--- config.mk ---
export PLATFORM = sky130hd
export DESIGN_NAME = lrelu_config_writer
export DESIGN_NICKNAME = d
export VERILOG_FILES = /design/src/rtl/lrelu_config_writer.sv
export SDC_FILE = /design/constraint.sdc
export NUM_CORES = 1
export LEC_CHECK = 0
export ABC_AREA = 1
export CORE_MARGIN = 2
export CORE_UTILIZATION = 43
export CTS_BUF_LIST = sky130_fd_sc_hd__clkbuf_4
export DETAILED_ROUTE_END_ITERATION = 7
export HOLD_SLACK_MARGIN = 0.1
export PLACE_DENSITY = 0.82
export SKIP_LAST_GASP = 1
export SLEW_MARGIN = 20
export SYNTH_ARGS = -nofsm -noshare
export SYNTH_HDL_FRONTEND = slang
export SYNTH_SLANG_ARGS = --single-unit
--- constraint.sdc ---
create_clock -name clk -period 1.6 [get_ports clk]
set_input_delay 0.24 -clock clk [delete_from_list [all_inputs] [get_ports clk]]
set_output_delay 0.24 -clock clk [all_outputs]
set_load 0.05 [all_outputs]
--- src/rtl/lrelu_config_writer.sv ---
// Steers LReLU config beats into the D register, BRAM_A or a BRAM_B bank.
// The external beats counter supplies the target and address fields; this block drives its enable.
module lrelu_config_writer #(
  parameter int unsigned MEMBERS     = 8,
  parameter int unsigned WORD_WIDTH  = 8,
  parameter int unsigned KW_MAX      = 11,
  parameter int unsigned BITS_KH     = 4,
  parameter int unsigned BITS_CLR_I  = 3,
  parameter int unsigned BITS_W_ADDR = 4,
  parameter int unsigned D_WIDTH     = 16,
  localparam int unsigned B_BANKS    = (KW_MAX / 2 + 1) * (KW_MAX / 2 + 1),
  localparam int unsigned BITS_BANK  = $clog2(B_BANKS)
) (
  input  logic                          clk,
  input  logic                          rstn,
  input  logic                          start,
  input  logic                          s_valid,
  output logic                          s_ready,
  input  logic [MEMBERS*WORD_WIDTH-1:0] s_data,
  input  logic                          s_last,
  input  logic [1:0]                    w_sel,
  input  logic [BITS_CLR_I-1:0]         clr_i,
  input  logic [BITS_KH-1:0]            mtb,
  input  logic [BITS_W_ADDR-1:0]        w_addr,
  input  logic                          full,
  output logic                          cnt_en,
  output logic [D_WIDTH-1:0]            d_reg,
  output logic                          a_wen,
  output logic [BITS_W_ADDR-1:0]        a_waddr,
  output logic                          b_wen,
  output logic [BITS_BANK-1:0]          b_bank,
  output logic [BITS_W_ADDR-1:0]        b_waddr,
  output logic [MEMBERS*WORD_WIDTH-1:0] wdata,
  output logic                          done,
  output logic                          err_last
);

  typedef enum logic [1:0] {StIdle, StLoad, StDone} state_e;

  state_e               state_q;
  logic                 fire;
  logic [BITS_BANK-1:0] clr_ext;
  logic [BITS_BANK-1:0] mtb_ext;
  logic [BITS_BANK-1:0] bank;

  assign s_ready = (state_q == StLoad);
  assign fire    = s_valid && s_ready;
  assign cnt_en  = fire;

  // Banks are laid out triangle-by-triangle: clr_i owns 2*clr_i+1 slots starting at clr_i^2.
  always_comb begin
    clr_ext = BITS_BANK'(clr_i);
    mtb_ext = BITS_BANK'(mtb);
    bank    = clr_ext * clr_ext + mtb_ext;
  end

  always_ff @(posedge clk or negedge rstn) begin
    if (!rstn) begin
      state_q  <= StIdle;
      d_reg    <= '0;
      a_wen    <= 1'b0;
      a_waddr  <= '0;
      b_wen    <= 1'b0;
      b_bank   <= '0;
      b_waddr  <= '0;
      wdata    <= '0;
      done     <= 1'b0;
      err_last <= 1'b0;
    end else begin
      a_wen <= 1'b0;
      b_wen <= 1'b0;
      done  <= 1'b0;

      unique case (state_q)
        StIdle: if (start) state_q <= StLoad;
        StLoad: begin
          if (fire && full) begin
            state_q <= StDone;
            done    <= 1'b1;
          end
        end
        StDone: state_q <= StIdle;
        default: state_q <= StIdle;
      endcase

      if (fire) begin
        if (s_last != full) err_last <= 1'b1;
        unique case (w_sel)
          2'd1: d_reg <= s_data[D_WIDTH-1:0];
          2'd2: begin
            a_wen   <= 1'b1;
            a_waddr <= w_addr;
            wdata   <= s_data;
          end
          2'd3: begin
            b_wen   <= 1'b1;
            b_bank  <= bank;
            b_waddr <= w_addr;
            wdata   <= s_data;
          end
          default: ;
        endcase
      end
    end
  end

endmodule

== Word-level counts from Yosys, hierarchy flattened ==
Cells that the tools add are included.

* Bits in registers: 100
* Output and inout port bits: 100
* Logic and storage cells: 38

* Add/sub/neg operators: 1
* Multipliers: 1
* Equal/unequal tests: 7
* Multiplexer cells: 9
* Reductions and logical operators: 10

{| class="wikitable"
|+ Operator list
! cell !! count
|-
| $reduce_and 2->1 || 6
|-
| $add 6x4->6 || 1
|-
| $mul 3x3->6 || 1
|-
| $mux 1 || 6
|-
| $eq 2x1->1 const B || 2
|-
| $eq 2x2->1 const B || 2
|-
| $mux 2 || 2
|-
| $pmux 2 s2 || 1
|-
| $logic_and 1x1->1 || 2
|-
| $logic_not 2->1 || 1
|-
| $ne 2x1->1 const B || 1
|-
| $ne 2x2->1 const B || 1
|-
| $reduce_or 2->1 || 1
|-
| $ne 1x1->1 || 1
|}

== Logic depth before layout (Yosys ltp) ==
Gate-level depths: netlist of the first run.

* Depth in word-level cells: 5
* Mapped depth: 10
* Mapped depth without buffers: 10

== Worst setup path before layout of the first run ==
OpenSTA, ideal clock, no wires.

* Kind: reg2reg
* Start point: register state_q[1]
* End point: register a_waddr[0]
* Setup time: 0.066 ns
* Data arrival time: 1.375 ns
* Required time: 1.534 ns
* Setup slack: 0.159 ns
* Stages on the path, launching flop included: 8
* Clock period less this slack: 1.441 ns
* Cell sequence: dfrtp_1 -> inv_1 -> nand3_4 -> inv_1 -> nand2_1 -> inv_1 -> nand2_1 -> nand2_1

* Word-level cells in the longest chain between the ends: 3

{| class="wikitable"
|+ Ends and longest elaborated chain
! what !! RTL line !! source
|-
| from (decl) || 40 || <nowiki>state_e state_q;</nowiki>
|-
| from (signal assigned) || 59 || <nowiki>state_q <= StIdle;</nowiki>
|-
| from (signal assigned) || 75 || <nowiki>StIdle: if (start) state_q <= StLoad;</nowiki>
|-
| from (signal assigned) || 78 || <nowiki>state_q <= StDone;</nowiki>
|-
| $eq 2x1->1 || 46 || <nowiki>assign s_ready = (state_q == StLoad);</nowiki>
|-
| $logic_and 1x1->1 || 47 || <nowiki>assign fire = s_valid && s_ready;</nowiki>
|-
| named net cnt_en || 26 || <nowiki>output logic cnt_en,</nowiki>
|-
| $reduce_and 2->1 (no line) || n/a ||
|-
| to (signal assigned) || 92 || <nowiki>a_waddr <= w_addr;</nowiki>
|-
| to (decl) || 29 || <nowiki>output logic [BITS_W_ADDR-1:0] a_waddr,</nowiki>
|}

The timed path passes the listed nets, and every way through them passes these cells.
A chain may end at the register's enable or synchronous reset.

== Worst setup path in the final report of the first run ==
* Start point: input port clr_i[0]
* End point: register b_bank[4]

* Word-level cells in the longest chain between the ends: 2

{| class="wikitable"
|+ Ends and longest elaborated chain
! what !! RTL line !! source
|-
| from (decl) || 22 || <nowiki>input logic [BITS_CLR_I-1:0] clr_i,</nowiki>
|-
| $mul 3x3->6 || 54 || <nowiki>bank = clr_ext * clr_ext + mtb_ext;</nowiki>
|-
| $add 6x4->6 || 54 ||
|-
| to (signal assigned) || 97 || <nowiki>b_bank <= bank;</nowiki>
|-
| to (decl) || 31 || <nowiki>output logic [BITS_BANK-1:0] b_bank,</nowiki>
|}

Every way passes these cells.

==> flow_summary.html, run 1 <==
<table>
<tr><th>Metric</th><th>Value</th></tr>
<tr><th colspan="2">Outcome</th></tr>
<tr><td>Run status</td><td>completed</td></tr>
<tr><th colspan="2">Finish</th></tr>
<tr><td>NumNets Final</td><td>744</td></tr>
<tr><td>Largest register FFs</td><td>64</td></tr>
<tr><td>Final design instance area without fill</td><td>6140 um2</td></tr>
<tr><td>Number of cells in the finished layout apart from fillers</td><td>788</td></tr>
<tr><td>Fraction of final layout cells sized beyond drive strength 1</td><td>0.225</td></tr>
<tr><td>Syn-to-layout area delta</td><td>48.1%</td></tr>
<tr><td>Antenna cells</td><td>0</td></tr>
<tr><td>Sequential Area</td><td>about 2500 um2</td></tr>
<tr><td>Total area of multi-input combinational cells</td><td>1450 um2</td></tr>
<tr><td>Number of inserted filler cells in the final layout</td><td>776</td></tr>
<tr><th colspan="2">Timing</th></tr>
<tr><td>Share of the clock period used by the worst path after layout</td><td>0.947</td></tr>
<tr><td>Count of final hold-check violations</td><td>0</td></tr>
<tr><td>Post-route worst setup slack</td><td>0.0844 ns</td></tr>
<tr><td>Actual slew at the worst max-slew pin</td><td>~0.35 ns</td></tr>
<tr><td>Relative slew slack</td><td>0.766</td></tr>
<tr><td>Setup violators final</td><td>0</td></tr>
<tr><td>Setup Skew</td><td>0.0116 ns</td></tr>
<tr><td>Max-slew violation total from the final report</td><td>0</td></tr>
<tr><td>Unrepaired setup endpoints after global routing</td><td>false</td></tr>
<tr><td>Final worst path period need</td><td>1.52 ns</td></tr>
<tr><td>Achievable clock frequency</td><td>660 MHz</td></tr>
<tr><th colspan="2">Yosys</th></tr>
<tr><td>Number of distinct library cell variants in the gate-level netlist after synthesis</td><td>23</td></tr>
<tr><td>Area fraction in and, or, nand and nor cells after synthesis</td><td>0.217</td></tr>
<tr><td>Cell taking the most area after synthesis</td><td>sky130_fd_sc_hd__dfrtp_1</td></tr>
<tr><td>Area share of the leading cell type in the synthesized netlist</td><td>0.603</td></tr>
<tr><td>Post-synthesis cell area</td><td>4150 um2</td></tr>
<tr><td>Syn nets</td><td>551</td></tr>
<tr><td>Share of cell area taken by muxes after synthesis</td><td>0</td></tr>
<tr><td>Post-synthesis register bit count</td><td>100</td></tr>
<tr><td>Sequential fraction of the synthesis area</td><td>0.603</td></tr>
<tr><td>Share of synthesized cell area in full adder, half adder and majority cells</td><td>0.0211</td></tr>
<tr><td>Dominant combinational cell family by area after synthesis</td><td>simple AND/OR/NAND/NOR gates</td></tr>
<tr><td>Xor-xnor portion of the synthesized cell area</td><td>0.00422</td></tr>
<tr><td>Synth warn</td><td>0</td></tr>
<tr><td>Main area contributors after synthesis</td><td>sky130_fd_sc_hd__dfrtp_1 60%, sky130_fd_sc_hd__nand2_1 19%, sky130_fd_sc_hd__o21ai_0 8.1%</td></tr>
<tr><td>Instance count of the mapped netlist</td><td>~460</td></tr>
<tr><td>Compound-gate portion of the synthesized area</td><td>0.105</td></tr>
<tr><td>Post-Syn Area per Cell</td><td>9.00 um2</td></tr>
<tr><th colspan="2">GRT</th></tr>
<tr><td>GR Util met2</td><td>0.368</td></tr>
<tr><td>First-pass GRT wire length</td><td>17300 um</td></tr>
<tr><td>Initial antenna violation count</td><td>0</td></tr>
<tr><td>Fraction of met3 tracks used by global routing</td><td>0.0349</td></tr>
<tr><td>Total global-route track usage</td><td>0.212</td></tr>
<tr><td>Met1 layer usage reported by global route</td><td>0.268</td></tr>
<tr><td>Global route overflow</td><td>0</td></tr>
<tr><td>Pin count of the biggest net entering global routing</td><td>58</td></tr>
<tr><td>Layer with the highest usage after global routing</td><td>met2</td></tr>
<tr><td>Number of global-route vias before repair</td><td>around 3700</td></tr>
<tr><th colspan="2">Pwr</th></tr>
<tr><td>Power per Cell Area</td><td>1700 nW/um2</td></tr>
<tr><td>Lkg Pwr</td><td>about 3.2 nW</td></tr>
<tr><td>Peak supply drop</td><td>~0.0011 V</td></tr>
<tr><th colspan="2">Worst setup path</th></tr>
<tr><td>CP Capture Point</td><td>b_bank[4]</td></tr>
<tr><td>Critical path class</td><td>in -&gt; reg</td></tr>
<tr><td>CP Max Fanout</td><td>4</td></tr>
<tr><td>Critical Path Source Type</td><td>input pin</td></tr>
<tr><td>Worst Path Required</td><td>between 1.5 and 2 ns</td></tr>
<tr><td>Ordered cell list for the critical path</td><td>clkdlybuf4s50_1, nor2_1, ha_1, a21o_1, ha_4, nand3_1, nand2_1, nand2_1, nand3_1, nand2_1</td></tr>
<tr><td>Most Frequent Cell on Critical Path</td><td>sky130_fd_sc_hd__nand2_1</td></tr>
<tr><td>Setup crit start</td><td>clr_i[0]</td></tr>
<tr><td>Cell with the largest stage delay on the worst path</td><td>sky130_fd_sc_hd__clkdlybuf4s50_1</td></tr>
<tr><td>Worst endpoint data arrival time</td><td>1.84 ns</td></tr>
<tr><td>Largest incremental delay on the critical path</td><td>0.53 ns</td></tr>
<tr><td>Number of cells traversed by the worst register-to-register path</td><td>8</td></tr>
<tr><td>Critical Path Sink Type</td><td>flop</td></tr>
<tr><td>Worst setup slack for register-to-register paths</td><td>~0.19 ns</td></tr>
<tr><td>Reg2reg start</td><td>state_q[1]</td></tr>
<tr><td>Worst reg2reg path endpoint</td><td>d_reg[0]</td></tr>
<tr><th colspan="2">Route</th></tr>
<tr><td>Detailed-router iteration count before antenna repair</td><td>5</td></tr>
<tr><td>Post-detailed-route wirelength per cell</td><td>between 10 and 15 um</td></tr>
<tr><td>Remaining design rule violation count</td><td>0</td></tr>
<tr><td>Vias after detailed routing</td><td>3829</td></tr>
<tr><td>Routed Wire Length</td><td>11200 um</td></tr>
<tr><td>Ratio of routed vias to standard cells</td><td>4.86</td></tr>
<tr><td>Post-route ant nets</td><td>0</td></tr>
<tr><td>Iteration-0 DRC Markers</td><td>~130</td></tr>
<tr><th colspan="2">Die</th></tr>
<tr><td>Chip width</td><td>102 um</td></tr>
<tr><td>Initial standard-cell utilization of the core</td><td>0.447</td></tr>
<tr><td>Io pins</td><td>approximately 180</td></tr>
<tr><td>Overall die height</td><td>102 um</td></tr>
<tr><td>Placeable Area</td><td>~9300 um2</td></tr>
<tr><td>Number of placement rows</td><td>35</td></tr>
<tr><td>Area of the die</td><td>10400 um2</td></tr>
<tr><th colspan="2">Placement</th></tr>
<tr><td>Placer's final routability congestion estimate</td><td>roughly 0.86</td></tr>
<tr><td>Number of instances in the placed design</td><td>770</td></tr>
<tr><td>Worst-case setup slack after placement</td><td>-0.395 ns</td></tr>
<tr><td>HPWL after detailed placement</td><td>between 8000 and 9000 um</td></tr>
<tr><td>Port Buffer Count</td><td>182</td></tr>
<tr><td>Instance area after placement</td><td>5980 um2</td></tr>
<tr><th colspan="2">Clock network</th></tr>
<tr><td>Cell at the root of the clock tree</td><td>sky130_fd_sc_hd__clkbuf_4</td></tr>
<tr><td>Max Buffers Root-to-Sink</td><td>2</td></tr>
<tr><td>Insertion delay of the later-clocked pin in the worst-skew pair</td><td>0.42 ns</td></tr>
<tr><td>H-Tree Depth</td><td>3</td></tr>
<tr><td>Clock tree from TritonCTS</td><td>built</td></tr>
<tr><td>Clock buffers created by TritonCTS</td><td>9</td></tr>
<tr><td>Clock transition at the registers of the reported paths</td><td>0.15 ns</td></tr>
<tr><td>Number of sinks on the clock net</td><td>100</td></tr>
<tr><th colspan="2">Flow run</th></tr>
<tr><td>Count of maximum capacitance violations</td><td>0</td></tr>
<tr><th colspan="2">Worst hold path</th></tr>
<tr><td>Class of the worst hold path</td><td>in -&gt; async</td></tr>
</table>
==> per-layer routing <==
layer / routed length (um) / part of all wire / vias up
met5: 0 / 0 / -
met3: 772 / 0.069 / 12
li1: - / - / 1854
met2: 5640 / 0.50 / 154
met4: 151 / 0.014 / 0
met1: 4610 / 0.41 / 1809
==> synthesized netlist by cell type <==
cell type                  count
sky130_fd_sc_hd__xnor2_1       2
sky130_fd_sc_hd__o21bai_1      1
sky130_fd_sc_hd__buf_2         3
sky130_fd_sc_hd__nor2_4        1
sky130_fd_sc_hd__nand3_1       7
sky130_fd_sc_hd__clkbuf_2      5
sky130_fd_sc_hd__nand3_4       1
sky130_fd_sc_hd__buf_4         8
sky130_fd_sc_hd__nor2_8        1
sky130_fd_sc_hd__clkbuf_1      8
sky130_fd_sc_hd__o21ai_2       1
sky130_fd_sc_hd__nand2_1     207
sky130_fd_sc_hd__nor2_1        9
sky130_fd_sc_hd__o21ai_0      67
sky130_fd_sc_hd__buf_6         2
sky130_fd_sc_hd__inv_2         2
sky130_fd_sc_hd__inv_1        12
sky130_fd_sc_hd__nand2_2       1
sky130_fd_sc_hd__a21oi_1       1
sky130_fd_sc_hd__dfrtp_1     100
sky130_fd_sc_hd__o21ai_1      14
sky130_fd_sc_hd__ha_1          7
sky130_fd_sc_hd__a21o_1        1
==> power by group <==
part           internal (W)  switching (W)
clock network      0.000471       0.000813
registers           0.00329       0.000442
logic               0.00160        0.00386
==> through the flow <==
| step | TNS (ns) | power, W | utilization | hold WS, ns |
|---|---|---|---|---|
| 2_1_floorplan | 0 | 0.00726 | - | -0.0556 |
| 3_5_place_dp | -2.20 | 0.00926 | 0.644 | 0.118 |
| 5_1_grt | 0 | 0.0110 | 0.662 | 0.202 |
| 4_1_cts | 0 | 0.0106 | 0.661 | 0.176 |
| 3_3_place_gp | -1.34 | 0.00912 | 0.644 | 0.115 |
| 6_report | 0 | 0.0105 | 0.662 | 0.222 |
==> area by class of cell <==
class / count / area share
Clock buffer: 9 / 0.0110
Clock inverter: 7 / 0.0108
Multi-Input combinational cell: 321 / 0.236
Tap cell: 129 / 0.0263
Inverter: 14 / 0.00855
Sequential cell: 100 / 0.407
Timing Repair Buffer: 208 / 0.300
==> worst min path at each step <==
stage	from	endpoint	slack, ns	cells after the start
after floorplan	rstn	a_waddr[0]	-0.06	0
after global placement	rstn	wdata[2]	0.11	1
after detailed placement	rstn	wdata[2]	0.12	1
after CTS	rstn	wdata[60]	0.18	2
after global routing	rstn	wdata[0]	0.20	2
final	rstn	wdata[4]	0.22	2
==> placed cells by master, fill, tap and decap left out, types with 2 or more instances in the layout <==
cell / n
sky130_fd_sc_hd__buf_12: 6
sky130_fd_sc_hd__clkbuf_4: 9
sky130_fd_sc_hd__nand3_1: 7
sky130_fd_sc_hd__buf_4: 120
sky130_fd_sc_hd__o21ai_0: 67
sky130_fd_sc_hd__nor2_1: 9
sky130_fd_sc_hd__nand2_1: 207
sky130_fd_sc_hd__clkinv_1: 3
sky130_fd_sc_hd__clkdlybuf4s50_1: 81
sky130_fd_sc_hd__xnor2_1: 2
sky130_fd_sc_hd__ha_1: 6
sky130_fd_sc_hd__inv_1: 11
sky130_fd_sc_hd__o21ai_1: 14
sky130_fd_sc_hd__dfrtp_1: 100
sky130_fd_sc_hd__inv_2: 3
==> logic make-up after synthesis <==
family | after synthesis
simple gates | 227
flops | 100
compound gates | 85
buf+inv | 40
fa+ha+maj | 7
xor+xnor | 2
==> timing repair <==
item,in CTS,in global routing
endpoints found under the setup margin,1,2
resized for setup,1,1
endpoints found under the hold margin,100,0
hold buffers,1,0
setup buffers,1,0
==> worst max-delay path: cells and delay by family <==
kind	cells	cell delay, ns
simple gates	6	0.45
buf+inv	1	0.53
compound gates	1	0.17
fa+ha+maj	2	0.46
(Power assumes the default switching activity.)
==> run 2, diff against run 1 <==
--- a/config.mk
+++ b/config.mk
@@ -17,3 +17,4 @@
 export SYNTH_ARGS = -nofsm -noshare
 export SYNTH_HDL_FRONTEND = slang
 export SYNTH_SLANG_ARGS = --single-unit
+export TNS_END_PERCENT = 30
==> results of run 2 <==
The final DEF is identical to that of run 1; final timing and power are the same.
==> run 3, diff against run 2 <==
--- a/config.mk
+++ b/config.mk
@@ -6,7 +6,6 @@
 export NUM_CORES = 1
 export LEC_CHECK = 0
 export ABC_AREA = 1
-export CORE_MARGIN = 2
 export CORE_UTILIZATION = 43
 export CTS_BUF_LIST = sky130_fd_sc_hd__clkbuf_4
 export DETAILED_ROUTE_END_ITERATION = 7
==> run 3 against run 2 <==
Compared with the run above: design area fell by 0.73%; critical path depth did not move; first-iteration DRC count fell by 8.5%; power fell by 0.48%; sequential power barely moved; combinational power barely moved; fmax fell by 2.6%; wire length fell by 3.7%; via count fell by 2.0%; clock power barely moved; critical path type unchanged; largest power group unchanged.
==> flow_summary.html, run 3 (synthesis results as in run 1) <==
<table>
<tr><th>Metric</th><th>Value</th></tr>
<tr><th colspan="2">Timing</th></tr>
<tr><td>Actual slew at the worst max-slew pin</td><td>0.355 ns</td></tr>
<tr><td>Share of the clock period used by the worst path after layout</td><td>0.973</td></tr>
<tr><td>Total negative setup slack</td><td>0 ns</td></tr>
<tr><td>Achievable clock frequency</td><td>642 MHz</td></tr>
<tr><td>Setup Skew</td><td>0.0176 ns</td></tr>
<tr><td>Final worst path period need</td><td>between 1.5 and 2 ns</td></tr>
<tr><td>Unrepaired setup endpoints after global routing</td><td>true</td></tr>
<tr><td>Max-slew violation total from the final report</td><td>0</td></tr>
<tr><td>Relative slew slack</td><td>0.763</td></tr>
<tr><td>Setup violators final</td><td>0</td></tr>
<tr><td>Count of final hold-check violations</td><td>0</td></tr>
<tr><td>Post-route worst setup slack</td><td>0.0434 ns</td></tr>
<tr><th colspan="2">Route</th></tr>
<tr><td>Iteration-0 DRC Markers</td><td>roughly 120</td></tr>
<tr><td>Post-route ant nets</td><td>0</td></tr>
<tr><td>Post-detailed-route wirelength per cell</td><td>13.8 um</td></tr>
<tr><td>Remaining design rule violation count</td><td>0</td></tr>
<tr><td>Vias after detailed routing</td><td>3752</td></tr>
<tr><td>Routed Wire Length</td><td>10800 um</td></tr>
<tr><td>Ratio of routed vias to standard cells</td><td>4.81</td></tr>
<tr><td>Detailed-router iteration count before antenna repair</td><td>5</td></tr>
<tr><th colspan="2">Clock network</th></tr>
<tr><td>Clock buffers created by TritonCTS</td><td>9</td></tr>
<tr><td>Number of sinks on the clock net</td><td>100</td></tr>
<tr><td>Clock tree from TritonCTS</td><td>built</td></tr>
<tr><td>Max Buffers Root-to-Sink</td><td>2</td></tr>
<tr><td>Cell at the root of the clock tree</td><td>sky130_fd_sc_hd__clkbuf_4</td></tr>
<tr><td>Clock transition at the registers of the reported paths</td><td>0.16 ns</td></tr>
<tr><td>H-Tree Depth</td><td>3</td></tr>
<tr><td>Insertion delay of the later-clocked pin in the worst-skew pair</td><td>~0.43 ns</td></tr>
<tr><th colspan="2">Die</th></tr>
<tr><td>Area of the die</td><td>between 10000 and 15000 um2</td></tr>
<tr><td>Placeable Area</td><td>9280 um2</td></tr>
<tr><td>Io pins</td><td>about 180</td></tr>
<tr><td>Initial standard-cell utilization of the core</td><td>0.447</td></tr>
<tr><td>Overall die height</td><td>approximately 100 um</td></tr>
<tr><td>Number of placement rows</td><td>35</td></tr>
<tr><td>Chip width</td><td>100 um</td></tr>
<tr><th colspan="2">Placement</th></tr>
<tr><td>Worst-case setup slack after placement</td><td>-0.406 ns</td></tr>
<tr><td>Port Buffer Count</td><td>182</td></tr>
<tr><td>HPWL after detailed placement</td><td>approximately 8000 um</td></tr>
<tr><td>Placer's final routability congestion estimate</td><td>0.771</td></tr>
<tr><th colspan="2">Worst setup path</th></tr>
<tr><td>Worst endpoint data arrival time</td><td>1.88 ns</td></tr>
<tr><td>Ordered cell list for the critical path</td><td>clkdlybuf4s50_1, nor2_1, ha_1, a21o_1, ha_1, nand3_1, nand2_1, nand2_1, nand3_1, nand2_1</td></tr>
<tr><td>Critical path class</td><td>in -&gt; reg</td></tr>
<tr><td>Worst Path Required</td><td>1.92 ns</td></tr>
<tr><td>Most Frequent Cell on Critical Path</td><td>sky130_fd_sc_hd__nand2_1</td></tr>
<tr><td>Largest incremental delay on the critical path</td><td>0.54 ns</td></tr>
<tr><td>Number of buffer and inverter stages on the critical path</td><td>1</td></tr>
<tr><td>CP Max Fanout</td><td>4</td></tr>
<tr><td>Cell with the largest stage delay on the worst path</td><td>sky130_fd_sc_hd__clkdlybuf4s50_1</td></tr>
<tr><td>Critical Path Sink Type</td><td>flop</td></tr>
<tr><td>Family of cells with the greatest summed delay on the critical path</td><td>buffers and inverters</td></tr>
<tr><td>Critical Path Source Type</td><td>input pin</td></tr>
<tr><th colspan="2">Finish</th></tr>
<tr><td>Largest register FFs</td><td>64</td></tr>
<tr><td>Commonest cells after routing, fill and taps aside</td><td>207 x sky130_fd_sc_hd__nand2_1, 111 x sky130_fd_sc_hd__buf_4, 100 x sky130_fd_sc_hd__dfrtp_1</td></tr>
<tr><td>Syn-to-layout area delta</td><td>47.1%</td></tr>
<tr><td>Total area of multi-input combinational cells</td><td>approximately 1400 um2</td></tr>
<tr><td>Sequential Area</td><td>2500 um2</td></tr>
<tr><td>Antenna cells</td><td>0</td></tr>
<tr><td>Number of inserted filler cells in the final layout</td><td>770</td></tr>
<tr><td>Most common library cell in the layout ignoring fill and taps</td><td>sky130_fd_sc_hd__nand2_1</td></tr>
<tr><td>Fraction of final layout cells sized beyond drive strength 1</td><td>0.218</td></tr>
<tr><td>Final cell utilization of the core</td><td>0.657</td></tr>
<tr><td>NumNets Final</td><td>around 740</td></tr>
<tr><th colspan="2">GRT</th></tr>
<tr><td>First-pass GRT wire length</td><td>17100 um</td></tr>
<tr><td>Number of global-route vias before repair</td><td>3632</td></tr>
<tr><td>Initial antenna violation count</td><td>0</td></tr>
<tr><td>Total global-route track usage</td><td>0.216</td></tr>
<tr><td>Pin count of the biggest net entering global routing</td><td>between 50 and 60</td></tr>
<tr><td>Global route overflow</td><td>0</td></tr>
<tr><th colspan="2">Pwr</th></tr>
<tr><td>Net switching fraction of the power</td><td>0.486</td></tr>
<tr><td>Power per Cell Area</td><td>1710 nW/um2</td></tr>
<tr><td>Share of power burned in registers</td><td>0.355</td></tr>
<tr><td>Proportion of power drawn by the clock network</td><td>0.123</td></tr>
<tr><td>Peak supply drop</td><td>0.000961 V</td></tr>
<tr><td>Lkg Pwr</td><td>3.14 nW</td></tr>
<tr><td>Part of the total power dissipated in combinational logic</td><td>0.522</td></tr>
<tr><td>Switching component of the power</td><td>0.00507 W</td></tr>
<tr><td>Internal portion of total power</td><td>0.00535 W</td></tr>
<tr><th colspan="2">Flow run</th></tr>
<tr><td>Count of maximum capacitance violations</td><td>0</td></tr>
<tr><th colspan="2">Worst hold path</th></tr>
<tr><td>Class of the worst hold path</td><td>in -&gt; async</td></tr>
<tr><th colspan="2">Outcome</th></tr>
<tr><td>Run status</td><td>completed</td></tr>
</table>
## run 3: cell count changes in the layout (fill, tap and decap cells not counted), sizes merged
cell / before / now
buf: 126 / 119
clkinv: 4 / 2
clkbuf: 9 / 10
clkinvlp: 1 / 2
inv: 15 / 14
## run 3: cell type report
type | instances | area share
sequential | 100 | 0.410
timing repair buffer | 201 | 0.297
multi-input combinational | 321 | 0.236
tap | 129 | 0.0265
clock buffer | 10 | 0.0123
clock inverter | 5 | 0.00882
inverter | 14 | 0.00862
## run 3: metal layers
layer / up-vias / routed length (um) / track usage
li1: 1829 / - / -
met1: 1774 / 4590 / 0.280
met2: 141 / 5310 / 0.365
met3: 8 / 748 / 0.0474
met4: 0 / 102 / 0.0613
met5: - / 0 / 0
## run 3: metrics by stage
stage	cells	area, um2	total power [W]	hold slack [ns]
6_report	780	6100	0.0104	0.218
5_1_grt	780	6100	0.0109	0.184
4_1_cts	780	6100	0.0105	0.194
3_5_place_dp	763	5950	0.00922	0.130
3_3_place_gp	763	5950	0.00911	0.127
2_1_floorplan	461	4150	0.00726	-0.0556
## run 3: timing repair
action                                  in CTS  in global routing
hold buffers                                 1                  0
hold endpoints to repair                   100                  0
buffers inserted                             1                  0
resized for setup                            1                  1
endpoints found under the setup margin       1                  2
pin swaps                                    0                  0
## run 3: power by group through the flow
stage	combinational (W)	clock [W]	sequential, W
detailed placement	0.00547	0	0.00374
CTS	0.00548	0.00133	0.00370
global placement	0.00538	0	0.00373
global route	0.00571	0.00142	0.00379
floorplan	0.000845	0	0.00642
finish	0.00544	0.00128	0.00370
## run 3: final timing paths
kind | slack [ns] | endpoint | start | cells past startpoint
max | 0.04 | b_bank[4] | clr_i[0] | 10
min | 0.22 | wdata[2] | rstn | 2
max reg2reg | 0.17 | wdata[61] | state_q[1] | 7
min reg2reg | 0.49 | b_waddr[2] | b_waddr[2] | 2
max in group asynchronous | 0.73 | wdata[41] | rstn | 3
min in group clk | 0.33 | wdata[30] | s_data[30] | 3
